File: src/rtl/ntsc_zbt_pkg.sv
// Shared defaults, state/event types and arithmetic helpers for the NTSC-to-ZBT pixel packer.
package ntsc_zbt_pkg;
   localparam int PIX_W_D        = 18;
   localparam int PIX_PER_WORD_D = 2;
   localparam int MEM_W_D        = 36;
   localparam int ADDR_W_D       = 19;
   localparam int Y_BITS_D       = 9;
   localparam int MAX_X_D        = 1024;
   localparam int MAX_Y_D        = 384;
   localparam int FIFO_DEPTH_D   = 4;
   localparam int XW_BITS        = ADDR_W_D - Y_BITS_D - 1;

   typedef enum logic {ST_WAIT_SOF, ST_ACTIVE} pk_state_t;
   typedef enum logic [1:0] {EV_NONE, EV_SOF, EV_SOL, EV_PIX} pix_ev_t;

   // {y, field, xw}; the caller truncates to the address width, which drops y bits above Y_BITS.
   function automatic logic [31:0] pack_addr(input logic [31:0] y, input logic fld,
                                             input logic [31:0] xw, input int xw_bits);
      logic [31:0] mask;
      mask = (32'd1 << xw_bits) - 32'd1;
      return (y << (xw_bits + 1)) | ({31'd0, fld} << xw_bits) | (xw & mask);
   endfunction

   function automatic logic [31:0] sat_inc(input logic [31:0] v, input logic [31:0] lim);
      return (v >= lim) ? lim : v + 32'd1;
   endfunction

   function automatic logic [15:0] sat_inc16(input logic [15:0] v);
      return (v == 16'hFFFF) ? v : v + 16'd1;
   endfunction
endpackage

File: src/rtl/ntsc_pix_packer_if.sv
// Pixel-stream input and ZBT write-port bundle; the packer sits on the slave modport.
interface ntsc_pix_packer_if import ntsc_zbt_pkg::*; #(
   parameter int PIX_W  = PIX_W_D,
   parameter int MEM_W  = MEM_W_D,
   parameter int ADDR_W = ADDR_W_D
);
   logic              pix_valid;
   logic [PIX_W-1:0]  pix_data;
   logic              pix_sol;
   logic              pix_sof;
   logic              pix_field;
   logic              wr_valid;
   logic              wr_ready;
   logic [ADDR_W-1:0] wr_addr;
   logic [MEM_W-1:0]  wr_data;
   logic [15:0]       ovf_cnt;
   logic              field_start;

   modport master (
      output pix_valid, pix_data, pix_sol, pix_sof, pix_field, wr_ready,
      input  wr_valid, wr_addr, wr_data, ovf_cnt, field_start
   );

   modport slave (
      input  pix_valid, pix_data, pix_sol, pix_sof, pix_field, wr_ready,
      output wr_valid, wr_addr, wr_data, ovf_cnt, field_start
   );
endinterface

File: src/rtl/ntsc_word_fifo.sv
// Small synchronous FIFO for packed {addr, data} words; flags are registered and the head is zero while empty.
module ntsc_word_fifo import ntsc_zbt_pkg::*; #(
   parameter int WIDTH = ADDR_W_D + MEM_W_D,
   parameter int DEPTH = FIFO_DEPTH_D
) (
   input  logic             clk,
   input  logic             reset,
   input  logic             i_wr_en,
   input  logic [WIDTH-1:0] i_wr_data,
   input  logic             i_rd_en,
   output logic [WIDTH-1:0] o_rd_data,
   output logic             o_full,
   output logic             o_empty
);
   localparam int AW = $clog2(DEPTH);
   localparam logic [AW:0] FULL_CNT = (AW+1)'(DEPTH);

   logic [WIDTH-1:0] r_mem [DEPTH];
   logic [AW-1:0]    r_wr_ptr;
   logic [AW-1:0]    r_rd_ptr;
   logic [AW:0]      r_cnt;
   logic             r_full;
   logic             r_empty;
   logic             w_push;
   logic             w_pop;
   logic [AW:0]      w_cnt_nxt;

   // Fullness is judged before any same-cycle pop, so a write into a full FIFO is always refused.
   always_comb begin
      w_push    = i_wr_en && !r_full;
      w_pop     = i_rd_en && !r_empty;
      w_cnt_nxt = r_cnt;
      if (w_push && !w_pop)
         w_cnt_nxt = r_cnt + 1'b1;
      else if (w_pop && !w_push)
         w_cnt_nxt = r_cnt - 1'b1;
   end

   always_ff @(posedge clk) begin
      if (reset) begin
         r_wr_ptr <= '0;
         r_rd_ptr <= '0;
         r_cnt    <= '0;
         r_full   <= 1'b0;
         r_empty  <= 1'b1;
      end else begin
         if (w_push)
            r_wr_ptr <= r_wr_ptr + 1'b1;
         if (w_pop)
            r_rd_ptr <= r_rd_ptr + 1'b1;
         r_cnt   <= w_cnt_nxt;
         r_full  <= (w_cnt_nxt == FULL_CNT);
         r_empty <= (w_cnt_nxt == '0);
      end
   end

   always_ff @(posedge clk) begin
      if (w_push)
         r_mem[r_wr_ptr] <= i_wr_data;
   end

   assign o_rd_data = r_empty ? '0 : r_mem[r_rd_ptr];
   assign o_full    = r_full;
   assign o_empty   = r_empty;
endmodule

File: src/rtl/ntsc_pix_packer.sv
// Packs PIX_PER_WORD pixels per ZBT word with an interlace-aware address and queues words for the arbiter.
// Optional crop window enabled by defining NTSC_CROP_EN (origin COL_START/ROW_START).
module ntsc_pix_packer import ntsc_zbt_pkg::*; #(
   parameter int PIX_W        = PIX_W_D,
   parameter int PIX_PER_WORD = PIX_PER_WORD_D,
   parameter int MEM_W        = MEM_W_D,
   parameter int ADDR_W       = ADDR_W_D,
   parameter int Y_BITS       = Y_BITS_D,
   parameter int MAX_X        = MAX_X_D,
   parameter int MAX_Y        = MAX_Y_D,
   parameter int FIFO_DEPTH   = FIFO_DEPTH_D,
   parameter int COL_START    = 0,
   parameter int ROW_START    = 0
) (
   input  logic              clk,
   input  logic              reset,
   ntsc_pix_packer_if.slave  bus
);
   localparam int PW   = PIX_W * PIX_PER_WORD;
   localparam int LW   = (PIX_PER_WORD > 1) ? $clog2(PIX_PER_WORD) : 1;
   localparam int LSH  = $clog2(PIX_PER_WORD);
   localparam int XWB  = ADDR_W - Y_BITS - 1;
`ifdef NTSC_CROP_EN
   localparam int X_OFS = COL_START;
   localparam int Y_OFS = ROW_START;
`else
   localparam int X_OFS = 0;
   localparam int Y_OFS = 0;
`endif
   localparam int X_LIM = MAX_X + X_OFS;
   localparam int Y_LIM = MAX_Y + Y_OFS;
   localparam int XCW   = $clog2(X_LIM + 1);
   localparam int YCW   = $clog2(Y_LIM + 1);

   pk_state_t          r_state;
   pk_state_t          w_state_nxt;
   pix_ev_t            w_ev;
   logic [XCW-1:0]     r_x;
   logic [YCW-1:0]     r_y;
   logic [LW-1:0]      r_lane;
   logic               r_field;
   logic [PW-1:0]      r_word;
   logic [XWB-1:0]     r_xw0;
   logic               r_vld_p1;
   logic [ADDR_W-1:0]  r_addr_p1;
   logic [MEM_W-1:0]   r_data_p1;
   logic [15:0]        r_ovf;
   logic               r_field_start;

   logic [XCW-1:0]     w_x_cur;
   logic [YCW-1:0]     w_y_cur;
   logic [LW-1:0]      w_lane_cur;
   logic               w_field_cur;
   logic               w_flush;
   logic               w_in_win;
   logic               w_acc;
   logic               w_done;
   logic [XCW-1:0]     w_x_rel;
   logic [YCW-1:0]     w_y_rel;
   logic [YCW-1:0]     w_ry_rel;
   logic [XWB-1:0]     w_xw_cur;
   logic [XWB-1:0]     w_xw0;
   logic [PW-1:0]      w_word_nxt;
   logic               w_full;
   logic               w_empty;
   logic [ADDR_W+MEM_W-1:0] w_fifo_dout;

   // ---- p0: classify the incoming pixel and resolve its position ----
   always_comb begin
      w_ev = EV_NONE;
      if (bus.pix_valid) begin
         if (bus.pix_sof)
            w_ev = EV_SOF;
         else if (r_state == ST_ACTIVE)
            w_ev = bus.pix_sol ? EV_SOL : EV_PIX;
      end
      w_state_nxt = (w_ev == EV_SOF) ? ST_ACTIVE : r_state;

      w_x_cur     = r_x;
      w_y_cur     = r_y;
      w_lane_cur  = r_lane;
      w_field_cur = r_field;
      w_flush     = 1'b0;
      case (w_ev)
         EV_SOF: begin
            w_x_cur     = '0;
            w_y_cur     = '0;
            w_lane_cur  = '0;
            w_field_cur = bus.pix_field;
         end
         EV_SOL: begin
            w_x_cur    = '0;
            w_y_cur    = YCW'(sat_inc(32'(r_y), 32'(Y_LIM)));
            w_lane_cur = '0;
            w_flush    = (r_lane != '0);
         end
         default: ;
      endcase
   end

   always_comb begin
`ifdef NTSC_CROP_EN
      w_in_win = (w_x_cur >= XCW'(X_OFS)) && (w_x_cur < XCW'(X_LIM)) &&
                 (w_y_cur >= YCW'(Y_OFS)) && (w_y_cur < YCW'(Y_LIM));
`else
      w_in_win = (w_x_cur < XCW'(X_LIM)) && (w_y_cur < YCW'(Y_LIM));
`endif
      w_x_rel  = w_x_cur - XCW'(X_OFS);
      w_y_rel  = w_y_cur - YCW'(Y_OFS);
      w_ry_rel = r_y - YCW'(Y_OFS);
      w_xw_cur = XWB'(w_x_rel >> LSH);
      w_acc    = (w_ev != EV_NONE) && w_in_win;
      w_done   = w_acc && (w_lane_cur == LW'(PIX_PER_WORD - 1));
      w_xw0    = (w_lane_cur == '0) ? w_xw_cur : r_xw0;

      // Lane 0 starts a fresh zeroed word, so a later flush carries zeros in the unfilled lanes.
      w_word_nxt = (w_lane_cur == '0) ? '0 : r_word;
      for (int l = 0; l < PIX_PER_WORD; l++) begin
         if (w_lane_cur == LW'(l))
            w_word_nxt[(PIX_PER_WORD-1-l)*PIX_W +: PIX_W] = bus.pix_data;
      end
   end

   always_ff @(posedge clk) begin
      if (reset) begin
         r_state       <= ST_WAIT_SOF;
         r_x           <= '0;
         r_y           <= '0;
         r_lane        <= '0;
         r_field       <= 1'b0;
         r_vld_p1      <= 1'b0;
         r_field_start <= 1'b0;
         r_ovf         <= '0;
      end else begin
         r_state <= w_state_nxt;
         if (w_ev != EV_NONE) begin
            r_x     <= XCW'(sat_inc(32'(w_x_cur), 32'(X_LIM)));
            r_y     <= w_y_cur;
            r_field <= w_field_cur;
            if (w_done)
               r_lane <= '0;
            else if (w_acc)
               r_lane <= w_lane_cur + 1'b1;
            else
               r_lane <= w_lane_cur;
         end
         r_vld_p1      <= w_done || w_flush;
         r_field_start <= (w_ev == EV_SOF);
         if (r_vld_p1 && w_full)
            r_ovf <= sat_inc16(r_ovf);
      end
   end

   // ---- p1: completed or flushed word waiting for the FIFO write ----
   always_ff @(posedge clk) begin
      if (w_acc) begin
         r_word <= w_word_nxt;
         r_xw0  <= w_xw0;
      end
      if (w_flush) begin
         r_addr_p1 <= ADDR_W'(pack_addr(32'(w_ry_rel), r_field, 32'(r_xw0), XWB));
         r_data_p1 <= MEM_W'(r_word);
      end else begin
         r_addr_p1 <= ADDR_W'(pack_addr(32'(w_y_rel), w_field_cur, 32'(w_xw0), XWB));
         r_data_p1 <= MEM_W'(w_word_nxt);
      end
   end

   // ---- p2: FIFO toward the ZBT arbiter ----
   ntsc_word_fifo #(
      .WIDTH (ADDR_W + MEM_W),
      .DEPTH (FIFO_DEPTH)
   ) u_fifo (
      .clk       (clk),
      .reset     (reset),
      .i_wr_en   (r_vld_p1),
      .i_wr_data ({r_addr_p1, r_data_p1}),
      .i_rd_en   (bus.wr_ready),
      .o_rd_data (w_fifo_dout),
      .o_full    (w_full),
      .o_empty   (w_empty)
   );

   assign bus.wr_valid    = !w_empty;
   assign bus.wr_addr     = w_fifo_dout[MEM_W +: ADDR_W];
   assign bus.wr_data     = w_fifo_dout[MEM_W-1:0];
   assign bus.ovf_cnt     = r_ovf;
   assign bus.field_start = r_field_start;
endmodule

File: src/flat_wrapper.sv
// flat-port wrapper written by rule: the top's interface ports become plain ports
module ntsc_pix_packer_flat import ntsc_zbt_pkg::*;
#(
   parameter int PIX_W        = PIX_W_D,
   parameter int PIX_PER_WORD = PIX_PER_WORD_D,
   parameter int MEM_W        = MEM_W_D,
   parameter int ADDR_W       = ADDR_W_D,
   parameter int Y_BITS       = Y_BITS_D,
   parameter int MAX_X        = MAX_X_D,
   parameter int MAX_Y        = MAX_Y_D,
   parameter int FIFO_DEPTH   = FIFO_DEPTH_D,
   parameter int COL_START    = 0,
   parameter int ROW_START    = 0
)
  (clk, reset, bus_pix_valid, bus_pix_data, bus_pix_sol, bus_pix_sof, bus_pix_field, bus_wr_ready, bus_wr_valid, bus_wr_addr, bus_wr_data, bus_ovf_cnt, bus_field_start);
  ntsc_pix_packer_if #(.PIX_W(PIX_W), .MEM_W(MEM_W), .ADDR_W(ADDR_W)) bus_i ();
  input  logic clk;
  input  logic reset;
  input wire logic [$bits(bus_i.pix_valid)-1:0] bus_pix_valid;
  input wire logic [$bits(bus_i.pix_data)-1:0] bus_pix_data;
  input wire logic [$bits(bus_i.pix_sol)-1:0] bus_pix_sol;
  input wire logic [$bits(bus_i.pix_sof)-1:0] bus_pix_sof;
  input wire logic [$bits(bus_i.pix_field)-1:0] bus_pix_field;
  input wire logic [$bits(bus_i.wr_ready)-1:0] bus_wr_ready;
  output wire logic [$bits(bus_i.wr_valid)-1:0] bus_wr_valid;
  output wire logic [$bits(bus_i.wr_addr)-1:0] bus_wr_addr;
  output wire logic [$bits(bus_i.wr_data)-1:0] bus_wr_data;
  output wire logic [$bits(bus_i.ovf_cnt)-1:0] bus_ovf_cnt;
  output wire logic [$bits(bus_i.field_start)-1:0] bus_field_start;
  assign bus_i.pix_valid = bus_pix_valid;
  assign bus_i.pix_data = bus_pix_data;
  assign bus_i.pix_sol = bus_pix_sol;
  assign bus_i.pix_sof = bus_pix_sof;
  assign bus_i.pix_field = bus_pix_field;
  assign bus_i.wr_ready = bus_wr_ready;
  assign bus_wr_valid = bus_i.wr_valid;
  assign bus_wr_addr = bus_i.wr_addr;
  assign bus_wr_data = bus_i.wr_data;
  assign bus_ovf_cnt = bus_i.ovf_cnt;
  assign bus_field_start = bus_i.field_start;
  ntsc_pix_packer #(.PIX_W(PIX_W), .PIX_PER_WORD(PIX_PER_WORD), .MEM_W(MEM_W), .ADDR_W(ADDR_W), .Y_BITS(Y_BITS), .MAX_X(MAX_X), .MAX_Y(MAX_Y), .FIFO_DEPTH(FIFO_DEPTH), .COL_START(COL_START), .ROW_START(ROW_START)) u_core (.clk(clk), .reset(reset), .bus(bus_i));
endmodule
File: config.mk
export PLATFORM = sky130hd
export DESIGN_NAME = ntsc_pix_packer_flat
export DESIGN_NICKNAME = d
export VERILOG_FILES = /design/src/rtl/ntsc_zbt_pkg.sv /design/src/rtl/ntsc_pix_packer_if.sv /design/src/rtl/ntsc_word_fifo.sv /design/src/rtl/ntsc_pix_packer.sv /design/src/flat_wrapper.sv
export SDC_FILE = /design/constraint.sdc
export NUM_CORES = 1
export LEC_CHECK = 0
export BUFFER_PORTS_ARGS = -buffer_cell sky130_fd_sc_hd__buf_2
export CORE_ASPECT_RATIO = 1.5
export CORE_MARGIN = 1.5
export CORE_UTILIZATION = 53
export DETAILED_ROUTE_END_ITERATION = 6
export PLACE_DENSITY = 0.71
export SYNTH_ARGS = -nofsm -noshare
export SYNTH_HDL_FRONTEND = slang
export SYNTH_HIERARCHICAL = 1
export SYNTH_SLANG_ARGS = --single-unit
File: constraint.sdc
create_clock -name clk -period 5.1 [get_ports clk]
set_input_delay 0.255 -clock clk [delete_from_list [all_inputs] [get_ports clk]]
set_output_delay 0.255 -clock clk [all_outputs]
set_load 0.05 [all_outputs]
---- Word-level counts from Yosys, hierarchy flattened ----
Memories as Yosys holds them, arrays and structs flattened. A register that Yosys moved wholly into a read port is not among the register bits.
Index checks and enable logic that the tools add are counted.
Widths: inputs -> output; s select.
word-level totals
  register bits after elaboration ......... 150
  bits in writable memories ............... 220
  output and inout port bits .............. 73
  bits of input ports ..................... 25
  memories kept ........................... 1
memory list
  name                 depth  width  read ports  clocked after memory_dff  write ports  RTL line              RTL
  u_core.u_fifo.r_mem  4      55     1           1                         1            ntsc_word_fifo.sv:18  logic [WIDTH-1:0] r_mem [DEPTH];
cells by class
  mux-type cells .......................... 26
  magnitude comparators ................... 4
  bitwise operators ....................... 5
  add/subtract/negate cells ............... 8
  eq/ne operators ......................... 4
  reductions and logical operators ........ 17
operators by type and width
  kind                   count
  $mux 36                2
  $mux 55                1
  $or 19x10->19          2
  $or 19x9->19           2
  $mux 18                2
  $mux 11                2
  $mux 19                1
  $mux 9                 2
  $pmux 9 s2             1
  $add 16x1->16 const B  1
  $eq 16x16->1 const B   1
  $add 11x1->11 const B  1
  $ge 11x11->1 const B   1
  $lt 11x11->1 const B   1
  $mux 2                 5
  $add 9x1->9 const B    1
  $ge 9x9->1 const B     1
  $lt 9x9->1 const B     1
  $logic_and 1x1->1      8
  $mux 1                 8
  $mux 3                 2
  $add 2x1->2 const B    2
  $logic_not 1->1        4
  $add 3x1->3 const B    1
  11 further kinds       11

---- Longest topological paths before layout ----
Gate-level depths: netlist (run 1).
  word-level depth ........................ 12
  depth in mapped cells ................... 12

---- Cells and area by module ----
Netlist (run 1), hierarchy kept.
modules (own cells, without submodules)
  module           seq. area each (um2)  cells an instance  instances  area each (um2)
  ntsc_word_fifo   6826.5                417                1          8901.0
  ntsc_pix_packer  3273.1                593                1          5888.1

---- Worst setup path before layout (run 1) ----
OpenSTA, ideal clock, no wires.
  kind .................................... reg2reg
  start ................................... reg u_core.r_state
  end ..................................... reg u_core.r_lane
  clock period less this slack ............ 3.467 ns
  arrival time ............................ 3.339 ns
  data required time ...................... 4.972 ns
  setup slack ............................. 1.633 ns
  cell stages (with the launch flop) ...... 12
  cells stage by stage .................... dfxtp_1 -> nor2b_1 -> o21ai_0 -> ha_1 -> clkbuf_1 -> clkbuf_1 -> inv_1 -> a21oi_1 -> o21a_1 -> ha_1 -> mux2i_1 -> nor2_1
between the ends
  cells in the longest elaborated chain, start to end .. 11
  elaborated cells between the ends (all ways) .. 18
  classes of those cells .................. 1 x add/sub; 2 x order compare; 2 x eq/ne; 8 x mux; 5 x reduce/logical
ends and longest elaborated chain
  item                                         RTL line                                        RTL
  start: declaration                           ntsc_pix_packer.sv:35                           pk_state_t r_state;
  start signal: assignment                     ntsc_pix_packer.sv:135                          r_state <= w_state_nxt;
  $mux 2 *                                     ntsc_pix_packer.sv:74                           else if (r_state == ST_ACTIVE)
  $mux 2 *                                     ntsc_pix_packer.sv:72                           if (bus.pix_sof)
  $mux 2 *                                     ntsc_pix_packer.sv:71                           if (bus.pix_valid) begin
  $eq 2x2->1 or $eq 2x1->1 (tied branches)     ntsc_pix_packer.sv:84                           case (w_ev)
  $reduce_or 2->1 (no source line)             -
  $mux 11                                      ntsc_pix_packer.sv:84
  $lt 11x11->1                                 ntsc_pix_packer.sv:106                          w_in_win = (w_x_cur < XCW'(X_LIM)) && (w_y_cur < YCW'(Y_LIM));
  $logic_and 1x1->1                            ntsc_pix_packer.sv:106
  $logic_and 1x1->1 *                          ntsc_pix_packer.sv:112                          w_acc = (w_ev != EV_NONE) && w_in_win;
  net u_core.w_acc                             ntsc_pix_packer.sv:56                           logic w_acc;
  $mux 1 or $logic_and 1x1->1 (tied branches)  ntsc_pix_packer.sv:142, ntsc_pix_packer.sv:113
  $mux 1 *                                     ntsc_pix_packer.sv:140                          if (w_done)
  end signal: assignment                       ntsc_pix_packer.sv:143                          r_lane <= w_lane_cur + 1'b1;
  end signal: assignment                       ntsc_pix_packer.sv:145                          r_lane <= w_lane_cur;
  end: declaration                             ntsc_pix_packer.sv:40                           logic [LW-1:0] r_lane;
The timed path passes the listed nets; every way through them passes the cells marked *.
A chain may end at the register's enable or synchronous reset.

---- Worst setup path in the final report (run 1) ----
  start ................................... reg u_core.r_state
  end ..................................... reg u_core.r_word[30] (enable)
between the ends
  cells in the longest elaborated chain, start to end .. 9
  elaborated cells between the ends (all ways) .. 13
  classes of those cells .................. 2 x order compare; 2 x eq/ne; 5 x mux; 4 x reduce/logical
ends and longest elaborated chain
  item                                      RTL line                RTL
  $mux 2 *                                  ntsc_pix_packer.sv:74
  $mux 2 *                                  ntsc_pix_packer.sv:72
  $mux 2 *                                  ntsc_pix_packer.sv:71
  $eq 2x2->1 or $eq 2x1->1 (tied branches)  ntsc_pix_packer.sv:84
  $reduce_or 2->1 (no source line)          -
  $mux 11                                   ntsc_pix_packer.sv:84
  $lt 11x11->1                              ntsc_pix_packer.sv:106
  $logic_and 1x1->1                         ntsc_pix_packer.sv:106
  $logic_and 1x1->1 *                       ntsc_pix_packer.sv:112
  net u_core.w_acc                          ntsc_pix_packer.sv:56
  end signal: assignment                    ntsc_pix_packer.sv:157  r_word <= w_word_nxt;
  end: declaration                          ntsc_pix_packer.sv:42   logic [PW-1:0] r_word;
Marks and branches as above.

==> impl_metrics.ini, run 1 <==
[status]
status = finished with violations
violations = DRC

[critical_path]
endpoint_kind = register
crit_path_cell_trace = nor2b_1 -> o21ai_0 -> ha_1 -> and3_1 -> nand3_1 -> a21oi_1 -> o21a_2 -> buf_4
start_kind = register
crit_type = register to register
crit_required_ns = 5.28
regToRegEndpoint = u_core/r_word[30]
slowest_stage = o21a_2
max_stage_delay_ns = 0.62
reg2reg_depth = 8
reg2reg_from = u_core/r_state
critPathBufInv = 1
cp.arrival_ns = 3.40
crit_path_max_fanout = 26
cp_top_family = compound AO/OA/AOI/OAI gates
ff2ff_setup_slack_ns = 1.88

[synth]
synth.area.top_cells = edfxtp_1 (54%), dfxtp_1 (14%), mux4_2 (8.4%)
synth_area_sq_um = 14800
ys_ff_latch = 372
synth_top_area_cell = edfxtp_1
synth-edff-count = 265
syn_inst = 1010
yosys_warnings = 6
synthMostInstantiatedCell = edfxtp_1
syn_nets = 1048
synth_common_cells = edfxtp_1 (265), dfxtp_1 (107), nor2_1 (100), nor2b_1 (72), nand2_1 (58)
syn_avg_cell_area_sq_um = 14.6
synth_cell_type_count = 64
ys.flop_type = edfxtp_1
yosysSeqAreaShare = 0.683
synth.top_cell.area_share = 0.538
synthArstFlopShare = 0

[layout]
area_delta_synth_final_pct = 14.0
drive_above_1_share = 0.228
nNetsFinal = 1159
antenna_cells = 0
fillerInstances = 2011

[pwr]
vdd_ir_drop_max_uv = 198
p_leak_nw = 5.74
p_per_area_nw_per_um2 = 423

[route]
routed_wl_um = 27800
num_vias = 8373
ant_nets = 0
drc = 8
drt_first_pass_iters = 7
vias_per_cell = 5.62
post_drt_wl_per_cell_um = 18.6
drt_iter0_drc = 579

[grt]
grt_pass1_vias = 8429
grt_max_degree = 60
grt_util_all_layers = 0.195
antenna_found_initial = 0
gr-total-overflow = 0
grt_pass1_wl_um = 44700

[placement]
dpl.hpwl_um = 16900
port_buffers = 97
pre_cts_slack_ns = 1.86
gp_congestion = 0.842

[sta]
fmaxAchievable_mhz = 310
worst_slack_ns = 1.88
rsz0062_at_grt = no
final_hold_viol_count = 0
finClkSkew_ns = 0.0131
finalCritPeriodShare = 0.632
tightestPinTransition_ns = 1.07
setup_violations = 0
finalMaxSlewViolations = 0
min_period_ns = 3.22
slew_headroom = 0.283
finalSetupTns_ns = 0

[die]
die_area_sq_um = 28900
row_count = 74
die_width_um = 139
start_util = 0.541
die_y_um = 208
ios = 98
coreArea_sq_um = 27300

[clock_network]
cts_buffers = 35
numClockSinks = 372
cts.htree.levels = 2
clock-root-buffer = clkbuf_16
clk_pin_slew_ns = 0.06
clk_latency_ns = 0.51
cts_tree = done
clockBufferDepth = 3

[hold_path]
min_path_cells = 2
min_from = bus_pix_data[1]
min_path_type = input port to register
min_delay_worst_endpoint = u_core/r_data_p1[1]

[run]
maxCapViolCount = 0
## per-stage QoR
step | cell area (sq um) | cells | power [mW] | utilization | hold slack, ns
2_1_floorplan | 14800 | 1010 | 4.40 | - | 0.381
3_3_place_gp | 15500 | 1409 | 4.64 | 0.569 | 0.447
3_5_place_dp | 15500 | 1409 | 4.65 | 0.569 | 0.451
4_1_cts | 16900 | 1489 | 7.22 | 0.617 | 0.0101
5_1_grt | 16900 | 1489 | 7.39 | 0.617 | 0.0226
6_report | 16900 | 1489 | 7.14 | 0.617 | 0.0369
## repair_timing
action / in CTS / in global routing
hold endpoints to repair: 18 / 0
gates resized for setup: 0 / 0
hold buffers: 17 / 0
setup buffers: 0 / 0
## cell usage in the layout, fill, tap and decap left out, types with 12 or more instances in the layout
cell	Yosys	routed
edfxtp_1	265	265
dfxtp_1	107	104
nor2_1	100	100
buf_2	12	97
nor2b_1	72	71
nand2_1	58	58
mux4_2	55	55
clkbuf_16	0	37
a21oi_1	31	31
o21ai_0	25	25
mux2_2	22	22
nand3_1	20	20
and2_1	24	19
nor3_1	19	19
a22o_1	18	18
dlygate4sd3_1	0	17
inv_1	15	15
buf_4	0	14
ha_1	13	13
mux2i_1	12	12
## registers in the layout, indices dropped and copies added (netlist names), 2 cells and up, named ones only
signal,flops
u_core/bus.ovf_cnt,16
u_core/r_addr_p1,19
u_core/r_data_p1,36
u_core/r_word,36
u_core/r_x,11
u_core/r_xw0,9
u_core/r_y,9
u_core/u_fifo/r_cnt,3
u_core/u_fifo/r_mem,220
u_core/u_fifo/r_rd_ptr,2
u_core/u_fifo/r_wr_ptr,2
## kinds of logic after synthesis
logic type	share of synthesized area
mux	0.109
buf+inv	0.0228
xor+xnor	0.00355
simple gates	0.122
flops	0.683
fa+ha+maj	0.0110
compound gates	0.0492
## area by class of cell
class | instances | area [sq um] | area share
Timing Repair Buffer | 128 | 761 | 0.0451
Clock buffer | 48 | 1020 | 0.0603
Tap cell | 342 | 428 | 0.0254
Clock inverter | 15 | 126 | 0.00749
Inverter | 15 | 56.3 | 0.00334
Sequential cell | 372 | 10100 | 0.599
Multi-Input combinational cell | 569 | 4370 | 0.259
## report_power, final
group / internal, mW / total (mW) / switching [mW]
sequential: 3.30 / 3.42 / 0.120
combinational: 0.360 / 1.16 / 0.799
clock: 1.50 / 2.56 / 1.06
total: 5.17 / 7.14 / 1.97
## metal layers
metal / GRT usage / wire length [um] / part of all wire / up-vias
li1: - / - / - / 3995
met1: 0.242 / 11300 / 0.41 / 4164
met2: 0.351 / 14800 / 0.53 / 174
met3: 0.0281 / 1070 / 0.039 / 40
met4: 0.0616 / 570 / 0.021 / 0
met5: 0 / 0 / 0 / -
## how the worst max path moves through the flow
| stage | startpoint | to | slack (ns) | cells past startpoint |
|---|---|---|---|---|
| final | u_core/r_state | u_core/r_word[30] | 1.88 | 8 |
| after global routing | u_core/r_state | u_core/r_word[30] | 1.60 | 8 |
| after CTS | u_core/r_state | u_core/r_word[30] | 1.85 | 8 |
| after detailed placement | u_core/r_state | u_core/r_word[14] | 1.86 | 8 |
| after global placement | u_core/r_state | u_core/r_word[7] | 1.95 | 8 |
| after floorplan | u_core/r_state | u_core/r_lane | 1.63 | 11 |
(Power assumes the default switching activity.)
==> run 2: changes to the inputs <==
- PLACE_DENSITY: 0.71 -> 0.74
- clock period: 5.1 -> 2.74 ns (I/O delays scaled with it)
==> run 2 against run 1 <==
Effect of this change:
- the run still ends with DRC left
- combinational power is 97% higher
- count of clock-buffer cells in the layout is 4 higher
- first-iteration DRC count down 9.3%
- clock power is 87% higher
- sequential power increased by 84%
- critical path type is now register to output pin
==> impl_metrics.ini, run 2 (synthesis results as in run 1) <==
[status]
status = finished with violations
violations = DRC

[route]
drt_iter0_drc = 525
drt_first_pass_iters = 7
ant_nets = 0
dr_wl_met3_um = 1030
drc = 5
post_drt_wl_per_cell_um = 18.9
routed_wl_um = 28500
vias_per_cell = 5.71
routed.top_layer = met4
wl_met2_um = 15200
met1_length_um = 11300
num_vias = 8598

[critical_path]
reg2reg_from = u_core/r_state
endpoint_kind = output pin
ff2ff_setup_slack_ns = 0.33
reg2reg_depth = 10
crit_required_ns = 2.60
start_kind = register
crit_path_max_fanout = 24
crit_type = register to output pin
regToRegEndpoint = u_core/r_lane
cp.arrival_ns = 2.34
endpoint = bus_wr_data[35]

[die]
start_util = 0.541
coreArea_sq_um = 27300
row_count = 74
die_width_um = 139
die_area_sq_um = 28900
die_y_um = 208
ios = 98

[layout]
largest_reg_flops = 220
nNetsFinal = 1177
regMostFlops = u_core/u_fifo/r_mem
reg.largest.list = u_core/u_fifo/r_mem: 220 flops, u_core/r_data_p1: 36 flops, u_core/r_word: 36 flops
drive_above_1_share = 0.236
area_delta_synth_final_pct = 16.0
fin_cells = 1507
final_cell_mix = edfxtp_1 (265), dfxtp_1 (104), nor2_1 (100)
layout_commonest_cell = edfxtp_1
antenna_cells = 0
fin_util = 0.628
fillerInstances = 1956

[hold_path]
min_path_cells = 4
min_path_type = input port to register

[grt]
gr-total-overflow = 0
grt_max_degree = 46
grt_pass1_vias = 8688
grt_util_all_layers = 0.203
grt_pass1_wl_um = 46100
antenna_found_initial = 0

[clock_network]
clk_pin_slew_ns = 0.07
cts_tree = done
clk_latency_ns = 0.51
cts_setup_buffers = 0
clockBufferDepth = 3
clock-root-buffer = clkbuf_16
cts.htree.levels = 2
cts_buffers = 35
numClockSinks = 372

[placement]
gp_congestion = 0.823
port_buffers = 97
dpl.hpwl_um = 18200
dp_cells = 1425

[sta]
slew_headroom = 0.468
min_period_ns = 2.47
finalCritPeriodShare = 0.903
finClkSkew_ns = 0.0157
finalSetupTns_ns = 0
setup_violations = 0
tightestPinTransition_ns = 0.798
hold_ws_ns = 0.110
final_hold_viol_count = 0
rsz0062_at_grt = no
finalMaxSlewViolations = 0
fmaxAchievable_mhz = 404

[pwr]
vdd_ir_drop_max_uv = 389
p_leak_nw = 5.88
p_per_area_nw_per_um2 = 778
total_power_mw = 13.4

[run]
maxCapViolCount = 0
## run 2: how the worst min path moves through the flow
stage / start / to / slack (ns)
final: bus_wr_ready / u_core/u_fifo/r_cnt[1] / 0.11
after global routing: bus_wr_ready / u_core/u_fifo/r_cnt[1] / 0.14
after CTS: bus_wr_ready / u_core/u_fifo/r_cnt[1] / 0.09
after detailed placement: bus_pix_field / u_core/r_field / 0.39
after global placement: bus_pix_field / u_core/r_field / 0.39
after floorplan: bus_pix_data[0] / u_core/r_data_p1[0] / 0.26
## run 2: area by class of cell
| type | instances | area [sq um] | share of cell area |
|---|---|---|---|
| Clock inverter | 11 | 113 | 0.00656 |
| Timing Repair Buffer | 146 | 1050 | 0.0612 |
| Sequential cell | 372 | 10100 | 0.589 |
| Clock buffer | 52 | 1030 | 0.0601 |
| Inverter | 15 | 56.3 | 0.00328 |
| Multi-Input combinational cell | 569 | 4380 | 0.255 |
| Tap cell | 342 | 428 | 0.0249 |
## run 2: where the power goes
part	internal (mW)	switching, mW	leakage, nW
combinational	0.716	1.58	2.12
clock	2.81	1.97	0.562
sequential	6.15	0.136	3.20
total	9.68	3.68	5.88
## run 2: worst max-delay path: stages, from the launching register on
cell     delay [ns]
dfxtp_4        0.56
buf_12         0.27
mux4_2         0.59
nor2b_1        0.16
buf_2          0.22
## run 2: routing by layer
metal  track usage  up-vias
met1         0.243     4283
li1              -     4031
met2         0.362      220
met3        0.0293       64
met4        0.0902        0
met5             0        -
## run 2: timing repair
| action | CTS | global route |
|---|---|---|
| resized for setup | 0 | 1 |
| hold endpoints to repair | 44 | 0 |
| hold buffers | 19 | 0 |
| setup endpoints to repair | 0 | 2 |
## run 2: metrics by stage
step	setup slack, ns	area (sq um)
2_1_floorplan	0.0796	14800
3_5_place_dp	0.250	15800
4_1_cts	0.195	17200
6_report	0.267	17200
5_1_grt	0.0126	17200
3_3_place_gp	0.340	15800
==> run 3: changes to the inputs <==
- CORE_UTILIZATION: 53 -> 54
- PLACE_DENSITY: 0.74 -> 0.75
==> run 3 against run 2 <==
Effect of this change:
- the run now ends clean
- combinational power barely moved
- flip-flop and latch count is the same
- global-route usage is 0.19 points higher
- register-to-register slack got worse by 0.04 ns
- highest routed layer unchanged
- critical endpoint is now bus_wr_addr[10]
- via count is 0.30% lower
- critical path depth unchanged
- total power decreased by 0.31%
- largest cell class unchanged
- setup slack got worse by 0.051 ns
==> impl_metrics.ini, run 3 (synthesis results as in run 1) <==
[status]
status = complete, no violations

[route]
drt_first_pass_iters = 5
vias_per_cell = 5.72
post_drt_wl_per_cell_um = 19.3
ant_nets = 0
routed_wl_um = 28900
drc = 0
num_vias = 8572
drt_iter0_drc = 625

[clock_network]
cts_buffers = 35
cts_tree = done
numClockSinks = 372
clockBufferDepth = 3
clk_pin_slew_ns = 0.06
clock-root-buffer = clkbuf_16
post_cts_resize_count = 0
cts.htree.levels = 2
clk_latency_ns = 0.52

[placement]
dp_cells = 1416
gp_congestion = 0.864
dpl.hpwl_um = 17200
placed_cell_area_sq_um = 15700
port_buffers = 97

[grt]
grt_util_all_layers = 0.205
grt_pass1_wl_um = 45400
gr-total-overflow = 0
grt_pass1_vias = 8553
antenna_found_initial = 1
grt_max_degree = 57

[pwr]
p_leak_nw = 5.82
total_power_mw = 13.3
p_per_area_nw_per_um2 = 780
vdd_ir_drop_max_uv = 675

[critical_path]
crit_type = register to output pin
start_kind = register
crit_path_max_fanout = 19
crit_required_ns = 2.60
cp.arrival_ns = 2.39
endpoint_kind = output pin

[run]
maxCapViolCount = 0

[layout]
reg.largest.list = u_core/u_fifo/r_mem: 220 flops, u_core/r_data_p1: 36 flops, u_core/r_word: 36 flops
area_delta_synth_final_pct = 15.4
fin_cells = 1498
final_area_sq_um = 17100
largest_reg_flops = 220
final_cell_mix = edfxtp_1 (265), dfxtp_1 (104), nor2_1 (100)
fillerInstances = 1914
nNetsFinal = 1168
regMostFlops = u_core/u_fifo/r_mem
drive_above_1_share = 0.231
antenna_cells = 0
layout_commonest_cell = edfxtp_1

[sta]
rsz0062_at_grt = no
finalCritPeriodShare = 0.921
min_period_ns = 2.52
setup_violations = 0
finalMaxSlewViolations = 0
final_hold_viol_count = 0
finClkSkew_ns = 0.00882
finalSetupTns_ns = 0
fmaxAchievable_mhz = 396
tightestPinTransition_ns = 0.785
slew_headroom = 0.477

[hold_path]
min_path_type = input port to register

[die]
die_area_sq_um = 28400
start_util = 0.545
coreArea_sq_um = 27100
die_width_um = 138
die_y_um = 206
row_count = 74
ios = 98
-- run 3: cell types whose count changed in the layout (fill, tap and decap cells not counted), moves of 2 or more --
cell,before,now
buf_4,18,10
clkbuf_8,5,3
clkinv_2,3,6
clkinvlp_4,0,2
-- run 3: where the power goes --
group          total [mW]  internal [mW]  switching [mW]
clock                4.74           2.76            1.98
sequential           6.30           6.15           0.152
combinational        2.27          0.710            1.56
total                13.3           9.62            3.69
-- run 3: path summary, 6_finish.rpt --
path / from / end / slack, ns / cells past startpoint
setup / recovery: register / bus_wr_addr[10] / 0.22 / 4
hold / removal: bus_wr_ready / u_core/u_fifo/r_cnt[1] / 0.11 / 4
setup reg to reg: u_core/r_state / u_core/r_lane / 0.29 / 11
hold reg to reg: u_core/r_word[5] / u_core/r_data_p1[5] / 0.46 / 1
-- run 3: cell type report --
type                    instances  area [sq um]  share of cell area
inverters                      15          56.3             0.00330
flip-flops and latches        372         10100               0.592
well taps                     342           428              0.0251
multi-input cells             569          4370               0.256
clock buffers                  49          1000              0.0587
repair buffers                137           971              0.0569
clock inverters                14           133             0.00777
-- run 3: routing by layer --
layer | share of wire | global-route usage | vias up | wire length, um
li1 | - | - | 4007 | -
met1 | 0.40 | 0.244 | 4247 | 11400
met2 | 0.53 | 0.372 | 257 | 15200
met3 | 0.048 | 0.0347 | 61 | 1390
met4 | 0.030 | 0.0778 | 0 | 870
met5 | 0 | 0 | - | 0
-- run 3: what timing repair did --
item | CTS | global route
hold buffers | 19 | 0
buffers inserted | 0 | 0
endpoints found under the hold margin | 50 | 0
-- run 3: per-stage QoR --
| step | setup WS, ns | util | hold WS, ns |
|---|---|---|---|
| after floorplan | 0.0796 | - | 0.263 |
| after global placement | 0.328 | 0.580 | 0.382 |
| final | 0.216 | 0.629 | 0.107 |
| after CTS | 0.153 | 0.629 | 0.0826 |
| after global routing | 0.0859 | 0.629 | 0.150 |
| after detailed placement | 0.306 | 0.580 | 0.379 |
-- run 3: worst max-delay path, cell delays in order (launching register included) --
cell and delay (ns):
dfxtp_4 0.66, buf_4 0.29, mux4_2 0.53, nor2b_1 0.15, buf_2 0.24
